File: src/rtl/calc_accumulator_if.sv
// Control-block to accumulator connection: toggle-encoded events, digit entry
// and the displayed result.
interface calc_accumulator_if;
    logic        store;
    logic        update;
    logic        show;
    logic        clr;
    logic        digit_valid;
    logic [3:0]  digit;
    logic [13:0] disp_val;
    logic        acc_valid;
    logic        err;

    modport master (
        output store, update, show, clr, digit_valid, digit,
        input  disp_val, acc_valid, err
    );

    modport slave (
        input  store, update, show, clr, digit_valid, digit,
        output disp_val, acc_valid, err
    );
endinterface

File: src/rtl/calc_accumulator.sv
// BCD-entry decimal accumulator (0..9999) driven by toggle-encoded events from
// a control block in another clock domain; overflow is sticky until clr/reset.
module calc_accumulator (
    input  logic              clk,
    input  logic              reset_n,
    calc_accumulator_if.slave bus
);

    typedef enum logic [1:0] {
        EMPTY = 2'd0,
        ACC   = 2'd1,
        ERR   = 2'd2
    } state_t;

    localparam logic [16:0] DIGIT_LIMIT = 17'd9999;
    localparam logic [14:0] SUM_LIMIT   = 15'd9999;

    // Bit order in the toggle pipelines: [0]=store, [1]=update, [2]=show.
    logic [2:0]  tog_s1;
    logic [2:0]  tog_s2;
    logic [2:0]  tog_s3;
    logic [2:0]  tog_ev;
    logic        clr_s1;
    logic        clr_s2;

    state_t      state;
    logic [13:0] operand;
    logic [13:0] accum;
    logic        disp_sel;
    logic        acc_valid_q;
    logic        err_q;

    logic        store_ev;
    logic        update_ev;
    logic        show_ev;
    logic [16:0] digit_next;
    logic        digit_ok;
    logic [14:0] sum;
    logic        sum_ok;

    always_ff @(posedge clk or negedge reset_n) begin
        if (!reset_n) begin
            tog_s1 <= '0;
            tog_s2 <= '0;
            tog_s3 <= '0;
            clr_s1 <= 1'b0;
            clr_s2 <= 1'b0;
        end else begin
            tog_s1 <= {bus.show, bus.update, bus.store};
            tog_s2 <= tog_s1;
            tog_s3 <= tog_s2;
            clr_s1 <= bus.clr;
            clr_s2 <= clr_s1;
        end
    end

    assign tog_ev    = tog_s2 ^ tog_s3;
    assign store_ev  = tog_ev[0];
    assign update_ev = tog_ev[1];
    assign show_ev   = tog_ev[2];

    always_comb begin
        digit_next = ({3'b000, operand} * 17'd10) + {13'd0, bus.digit};
        digit_ok   = bus.digit_valid && (bus.digit <= 4'd9) && (digit_next <= DIGIT_LIMIT);
        sum        = {1'b0, accum} + {1'b0, operand};
        sum_ok     = (sum <= SUM_LIMIT);
    end

    // A store/update only pre-empts digit entry when it actually takes effect
    // in the current state; an ignored event leaves the digit path free.
    always_ff @(posedge clk or negedge reset_n) begin
        if (!reset_n) begin
            state       <= EMPTY;
            operand     <= '0;
            accum       <= '0;
            disp_sel    <= 1'b0;
            acc_valid_q <= 1'b0;
            err_q       <= 1'b0;
        end else if (clr_s2) begin
            state       <= EMPTY;
            operand     <= '0;
            accum       <= '0;
            disp_sel    <= 1'b0;
            acc_valid_q <= 1'b0;
            err_q       <= 1'b0;
        end else begin
            if (show_ev) begin
                disp_sel <= ~disp_sel;
            end
            case (state)
                EMPTY: begin
                    if (store_ev) begin
                        accum       <= operand;
                        operand     <= '0;
                        state       <= ACC;
                        acc_valid_q <= 1'b1;
                    end else if (digit_ok) begin
                        operand <= digit_next[13:0];
                    end
                end
                ACC: begin
                    if (store_ev) begin
                        accum   <= operand;
                        operand <= '0;
                    end else if (update_ev) begin
                        operand <= '0;
                        if (sum_ok) begin
                            accum <= sum[13:0];
                        end else begin
                            state <= ERR;
                            err_q <= 1'b1;
                        end
                    end else if (digit_ok) begin
                        operand <= digit_next[13:0];
                    end
                end
                ERR: begin
                    state <= ERR;
                end
                default: begin
                    state       <= EMPTY;
                    operand     <= '0;
                    accum       <= '0;
                    acc_valid_q <= 1'b0;
                    err_q       <= 1'b0;
                end
            endcase
        end
    end

    assign bus.disp_val  = disp_sel ? accum : operand;
    assign bus.acc_valid = acc_valid_q;
    assign bus.err       = err_q;

endmodule

File: src/flat_wrapper.sv
// flat-port wrapper written by rule: the top's interface ports become plain ports
module calc_accumulator_flat 
  (clk, reset_n, bus_store, bus_update, bus_show, bus_clr, bus_digit_valid, bus_digit, bus_disp_val, bus_acc_valid, bus_err);
  calc_accumulator_if bus_i ();
  input  logic clk;
  input  logic reset_n;
  input wire logic [$bits(bus_i.store)-1:0] bus_store;
  input wire logic [$bits(bus_i.update)-1:0] bus_update;
  input wire logic [$bits(bus_i.show)-1:0] bus_show;
  input wire logic [$bits(bus_i.clr)-1:0] bus_clr;
  input wire logic [$bits(bus_i.digit_valid)-1:0] bus_digit_valid;
  input wire logic [$bits(bus_i.digit)-1:0] bus_digit;
  output wire logic [$bits(bus_i.disp_val)-1:0] bus_disp_val;
  output wire logic [$bits(bus_i.acc_valid)-1:0] bus_acc_valid;
  output wire logic [$bits(bus_i.err)-1:0] bus_err;
  assign bus_i.store = bus_store;
  assign bus_i.update = bus_update;
  assign bus_i.show = bus_show;
  assign bus_i.clr = bus_clr;
  assign bus_i.digit_valid = bus_digit_valid;
  assign bus_i.digit = bus_digit;
  assign bus_disp_val = bus_i.disp_val;
  assign bus_acc_valid = bus_i.acc_valid;
  assign bus_err = bus_i.err;
  calc_accumulator u_core (.clk(clk), .reset_n(reset_n), .bus(bus_i));
endmodule
File: config.mk
export PLATFORM = sky130hd
export DESIGN_NAME = calc_accumulator_flat
export DESIGN_NICKNAME = d
export VERILOG_FILES = /design/src/rtl/calc_accumulator_if.sv /design/src/rtl/calc_accumulator.sv /design/src/flat_wrapper.sv
export SDC_FILE = /design/constraint.sdc
export NUM_CORES = 1
export LEC_CHECK = 0
export BUFFER_PORTS_ARGS = -buffer_cell sky130_fd_sc_hd__buf_2
export CAP_MARGIN = 40
export CORE_ASPECT_RATIO = 1.75
export CORE_UTILIZATION = 65
export DETAILED_ROUTE_END_ITERATION = 12
export PLACE_DENSITY = 0.85
export SLEW_MARGIN = 15
export SYNTH_ARGS = -nofsm -noshare
export SYNTH_HDL_FRONTEND = slang
export SYNTH_SLANG_ARGS = --single-unit
File: constraint.sdc
create_clock -name clk -period 6.76 [get_ports clk]
set_input_delay 0.338 -clock clk [delete_from_list [all_inputs] [get_ports clk]]
set_output_delay 0.338 -clock clk [all_outputs]
set_load 0.02 [all_outputs]
Yosys cells after proc, flatten, opt, wreduce, memory -nomap -nowiden
Cells that the tools add are included.
{ "word_totals": {"regBits": 44, "input_bits": 11, "out_inout_bits": 16, "wordCells": 69} }
{ "op_classes": {"addsub": 2, "n_mul": 1, "magnitude_cmp": 3, "eq_ne": 11, "n_mux": 29, "bitwise_logic": 2, "reduce_logical": 10} }
{ "ops": {"columns": ["operator", "count"], "rows": [
  ["14-bit 2-to-1 mux", 11],
  ["14-bit one-hot mux with 3 select lines", 2],
  ["17-bit by 4-bit adder with 17-bit output", 1],
  ["17-bit by 14-bit <= comparator with 1-bit output (second input constant)", 1],
  ["14-bit by 3-bit multiplier with 16-bit output (second input constant)", 1],
  ["14-bit by 14-bit adder with 15-bit output", 1],
  ["15-bit by 14-bit <= comparator with 1-bit output (second input constant)", 1],
  ["4-bit AND reduction", 3],
  ["2-bit 2-to-1 mux", 5],
  ["1-bit 2-to-1 mux", 8],
  ["4-bit by 1-bit inequality test with 1-bit output (second input constant)", 2],
  ["2-bit by 1-bit inequality test with 1-bit output (second input constant)", 3],
  ["3-bit by 1-bit inequality test with 1-bit output (second input constant)", 2],
  ["2-bit one-hot mux with 3 select lines", 1],
  ["4-bit <= comparator (second input constant)", 1],
  ["1-bit one-hot mux with 2 select lines", 2],
  ["2-bit OR reduction", 2],
  ["3-bit by 2-bit inequality test with 1-bit output (second input constant)", 1],
  ["3-bit inequality test (second input constant)", 1],
  ["3-bit bitwise XOR", 1],
  ["2-bit by 1-bit equality test with 1-bit output (second input constant)", 1],
  ["2-bit equality test (second input constant)", 1],
  ["1-bit logical AND", 2],
  ["2-bit logical NOT", 1],
  ["other kinds (3)", 3]
]} }

Depth between registers and ports, before layout
{ "depth": {"depth_word": 9, "ltp_mapped": 13, "mapped_depth_nobuf": 12} }

Least setup slack after synthesis
Ideal clock, no wire load.
{ "synth_timing": {"path_kind": "register -> register", "start": "register u_core.operand[1]", "end": "register u_core.operand[10]", "setup_time_ns": 0.128, "arrival_time_ns": 3.552, "t_required_ns": 6.632, "setup_slack_ns": 3.081, "stages_incl_launch_ff": 14, "n_path_buf": 1, "synth_period_minus_slack_ns": 3.679, "path_cell_list": "dfrtp_1 > ha_1 > ha_1 > fa_1 > a211oi_2 > o21ai_1 > a311oi_2 > o21ai_1 > xor2_1 > or4_1 > nand3_2 > and2_4 > buf_6 > o211ai_2"} }
{ "synth_via": {"elab_chain_len": 9, "word_cells_on_any_way": 10, "cone_classes": "1 x add/sub; 1 x mul; 1 x order compare; 6 x mux; 1 x reduce/logical"} }
{ "synth_lines": {"columns": ["item", "line_no", "rtl"], "rows": [
  ["start, declared", "calc_accumulator.sv:27", "logic [13:0] operand;"],
  ["start signal, assigned", "calc_accumulator.sv:98", "operand <= digit_next[13:0];"],
  ["start signal, assigned", "calc_accumulator.sv:114", "operand <= digit_next[13:0];"],
  ["14-bit by 3-bit multiplier with 16-bit output *", "calc_accumulator.sv:63", "digit_next = ({3'b000, operand} * 17'd10) + {13'd0, bus.digit};"],
  ["17-bit by 4-bit adder with 17-bit output *", "calc_accumulator.sv:63", null],
  ["17-bit by 14-bit <= comparator with 1-bit output", "calc_accumulator.sv:64", "digit_ok = bus.digit_valid && (bus.digit <= 4'd9) && (digit_next <= DIGIT_LIMIT);"],
  ["1-bit logical AND", "calc_accumulator.sv:64", null],
  ["14-bit 2-to-1 mux *", "calc_accumulator.sv:97, calc_accumulator.sv:113", null],
  ["14-bit 2-to-1 mux", "calc_accumulator.sv:105", "end else if (update_ev) begin"],
  ["14-bit 2-to-1 mux", "calc_accumulator.sv:102", "if (store_ev) begin"],
  ["14-bit one-hot mux with 3 select lines *", "calc_accumulator.sv:90", "case (state)"],
  ["14-bit 2-to-1 mux *", "calc_accumulator.sv:79", "end else if (clr_s2) begin"]
]} }
Every way passes the cells marked *; elsewhere a longest branch is shown, timed or not.
A chain may end at the register's enable or synchronous reset.

Final worst setup path
{ "layout_timing": {"start": "register u_core.operand[1]", "end": "register u_core.operand[0]"} }
{ "layout_via": {"elab_chain_len": 9, "word_cells_on_any_way": 10, "cone_classes": "1 x add/sub; 1 x mul; 1 x order compare; 6 x mux; 1 x reduce/logical"} }
{ "layout_lines": {"columns": ["item", "line_no"], "rows": [
  ["14-bit by 3-bit multiplier with 16-bit output *", "calc_accumulator.sv:63"],
  ["17-bit by 4-bit adder with 17-bit output *", "calc_accumulator.sv:63"],
  ["17-bit by 14-bit <= comparator with 1-bit output *", "calc_accumulator.sv:64"],
  ["1-bit logical AND *", "calc_accumulator.sv:64"],
  ["14-bit 2-to-1 mux *", null],
  ["14-bit 2-to-1 mux (2 in a row)", null],
  ["14-bit one-hot mux with 3 select lines *", null],
  ["14-bit 2-to-1 mux *", null]
]} }
Marked as above.

==> flow_metrics.env <==
export IMPL_status="completed"
export IMPL_crit_path_end_kind="flop"
export IMPL_finalSetupViolCount=0
export IMPL_postRouteAntennaNets=0
export IMPL_drc=0
export IMPL_path_max_fanout=15
export IMPL_ir_worst_vdd_mv=0.1126
export IMPL_slew_headroom_pct=50.94
export IMPL_std_cell_rows=38
export IMPL_p_leak_nw=2.187
export IMPL_skew_ns=0.005186
export IMPL_power_frac_comb_pct=29.1
export IMPL_io_pins=27
export IMPL_rsz0062_at_grt="no"
export IMPL_syn_inst=472
export IMPL_cts_tree="done"
export IMPL_setup_slack_ns=2.531
export IMPL_grt_pass1_wl_um=17310
export IMPL_worst_pin_slew_ns=0.7360
export IMPL_holdCritStartpoint="bus_update"
export IMPL_fin_nets=552
export IMPL_ctsLongestPathBuffers=2
export IMPL_synth_edf_count=0
export IMPL_antenna_found_initial=0
export IMPL_cts_sinks=44
export IMPL_async_reset_ff_share_pct=100.0
export IMPL_ys_seq_area_share_pct=25.79
export IMPL_final_cell_mix="nand2_1, ha_1, dfrtp_1, nor2_1, a21oi_1"
export IMPL_synthToLayoutAreaGrowth_pct=7.972
export IMPL_report_final_slew_viol_count=0
export IMPL_num_antenna_cells=0
export IMPL_die_y_um=109.2
export IMPL_pwr_share_clk_pct=29.7
export IMPL_grt_use_total_pct=32.48
export IMPL_drt_iter0_markers=249
export IMPL_final_common_cell="nand2_1"
export IMPL_coreArea_um2=6276
export IMPL_synth_seq_cells=44
export IMPL_timing_rr_start="u_core.operand[1]"
export IMPL_vias_per_cell=6.586
export IMPL_start_util_pct=68.02
export IMPL_fmax_ghz=0.2365
export IMPL_overflow=0
export IMPL_post_cts_setup_buffers=0
export IMPL_final_area_um2=4609
export IMPL_max_cap_violations=0
export IMPL_netlist_cell_type_count=69
export IMPL_syn_num_nets=530
export IMPL_wl_per_cell_um=18.32
export IMPL_htree_levels=2
export IMPL_power_share_switching_pct=35.03
export IMPL_drt_wl_total_um=10540
export IMPL_yosysWarnings=0
export IMPL_synth_main_ff_cell="dfrtp_1"
export IMPL_critPathRequiredTime_ns=6.95
export IMPL_arrival_ns=4.42
export IMPL_gp_congestion=0.9541
export IMPL_via_count=3787
export IMPL_fillCellCount=478
export IMPL_clk_pin_slew_ns=0.09
export IMPL_fin_crit_sh_pct=62.56
export IMPL_cts_buffers=5
export IMPL_internal_power_mw=0.4673
export IMPL_insertion_delay_ns=0.31
export IMPL_startpoint_type="flop"
export IMPL_grt_max_degree=31
export IMPL_pre_cts_ws_ns=2.579
export IMPL_crit_start="u_core.operand[1]"
export IMPL_hold_depth=1
export IMPL_hpwl_um=8331
export IMPL_hold_end="u_core.tog_s1[1]"
export IMPL_placed_cell_area_um2=4484
export IMPL_dieArea_um2=6909
export IMPL_power_density_nw_per_um2=156.0
export IMPL_critPathKind="reg -> reg"
export IMPL_synthesis_area_um2=4269
export IMPL_reg2regPathDepth=11
export IMPL_setup_tns_final_ns=0
export IMPL_sequentialPowerShare_pct=41.2
export IMPL_r2r_slack_ns=2.53
export IMPL_drive_gt1_share_pct=19.60
export IMPL_portBuffers=26
export IMPL_p_switching_mw=0.2519
export IMPL_grt_pass1_vias=3795
export IMPL_hold_class="in -> reg"
export IMPL_syn_avg_cell_area_um2=9.045
export IMPL_r2r_end="u_core.operand[0]"
export IMPL_dieWidth_um=63.26
export IMPL_fin_crit_ns=4.229
export IMPL_hold_viol_final=0
export IMPL_first_pass_iters=4
export IMPL_root_buffer="clkbuf_8"
-- flip-flops by register name (all words and copies together), names as in the netlist --
signal / flops
u_core.accum: 14
u_core.operand: 14
u_core.tog_s1: 3
u_core.tog_s2: 3
u_core.tog_s3: 3
u_core.state: 2
u_core.bus.acc_valid: 1
u_core.bus.err: 1
u_core.clr_s1: 1
u_core.clr_s2: 1
u_core.disp_sel: 1
-- logic make-up (layout without fill, tap and decap cells) --
kind of cell,Yosys count,count (layout),synth area share (%)
AO/OA/AOI/OAI,129,129,23.56
XOR/XNOR,32,32,6.565
adder cells (fa/ha/maj),47,47,14.30
buffers and inverters,33,56,3.253
flip-flops,44,44,25.79
multiplexers,29,29,7.591
AND/OR/NAND/NOR,158,158,18.93
-- worst max path at each step --
stage                         end  slack (ns)  cells after the start
2_1_floorplan  u_core.operand[10]        3.08                     13
3_3_place_gp    u_core.operand[3]        2.68                     12
3_5_place_dp    u_core.operand[0]        2.58                     12
4_1_cts         u_core.operand[0]        2.57                     12
5_1_grt         u_core.operand[0]        2.19                     12
6_report        u_core.operand[0]        2.53                     11
-- through the flow --
step / hold slack (ns) / instances / power (mW) / util [%]
after floorplan: 0.04241 / 472 / 0.4447 / -
after global placement: 0.3318 / 563 / 0.4916 / 70.83
after detailed placement: 0.2717 / 566 / 0.5080 / 71.45
after CTS: 0.1180 / 575 / 0.7186 / 73.45
after global routing: 0.1173 / 575 / 0.7511 / 73.45
final: 0.1249 / 575 / 0.7192 / 73.45
-- cells in the mapped netlist (12+ instances only) --
cell	count	area [um2]
clkbuf_1	13	48.80
mux2_2	26	292.8
o21ai_0	19	95.09
nor2_1	39	146.4
a21oi_1	27	135.1
xnor2_1	19	166.4
nand2_1	48	180.2
dfrtp_1	44	1101
ha_1	44	550.5
xor2_1	13	113.9
nand4_1	14	87.58
inv_1	15	56.30
nand3_1	12	60.06
-- critical path, stage by stage (launching register included) --
cell and delay [ns]:
dfrtp_1 0.50, ha_1 0.34, ha_1 0.25, fa_1 0.42, a211oi_2 0.41, or4_1 0.17
o2111ai_1 0.28, a21o_1 0.25, a311o_1 0.38, a31oi_2 0.57, and2_4 0.39, o211ai_1 0.13
-- routing by layer --
layer | up-vias | GRT usage, % | share of wire [%]
met5 | - | 0 | 0
met4 | 0 | 25.49 | 6.0
met3 | 45 | 4.079 | 4.4
met2 | 124 | 59.37 | 54
met1 | 1808 | 32.87 | 36
li1 | 1810 | - | -
-- repair_timing --
item | in CTS | in global routing
setup endpoints to repair | 0 | 0
gates resized for setup | 0 | 0
hold buffers | 1 | 0
hold endpoints to repair | 14 | 0
-- final cells by class --
| class | count | area (um2) | share of cell area [%] |
|---|---|---|---|
| Multi-Input combinational cell | 395 | 3035 | 65.85 |
| Clock buffer | 5 | 68.82 | 1.493 |
| Timing Repair Buffer | 33 | 201.4 | 4.370 |
| Inverter | 15 | 56.30 | 1.221 |
| Sequential cell | 44 | 1101 | 23.89 |
| Tap cell | 80 | 100.1 | 2.172 |
| Clock inverter | 3 | 46.29 | 1.004 |
-- power by group through the flow --
stage                     Clock [mW]  Combinational [mW]  Sequential [mW]
after floorplan                    0               0.150            0.295
after global placement             0               0.191            0.300
after detailed placement           0               0.206            0.302
after CTS                      0.214               0.208            0.296
after global routing           0.223               0.230            0.299
final                          0.213               0.209            0.296
Power figures use the tool's default switching activity.
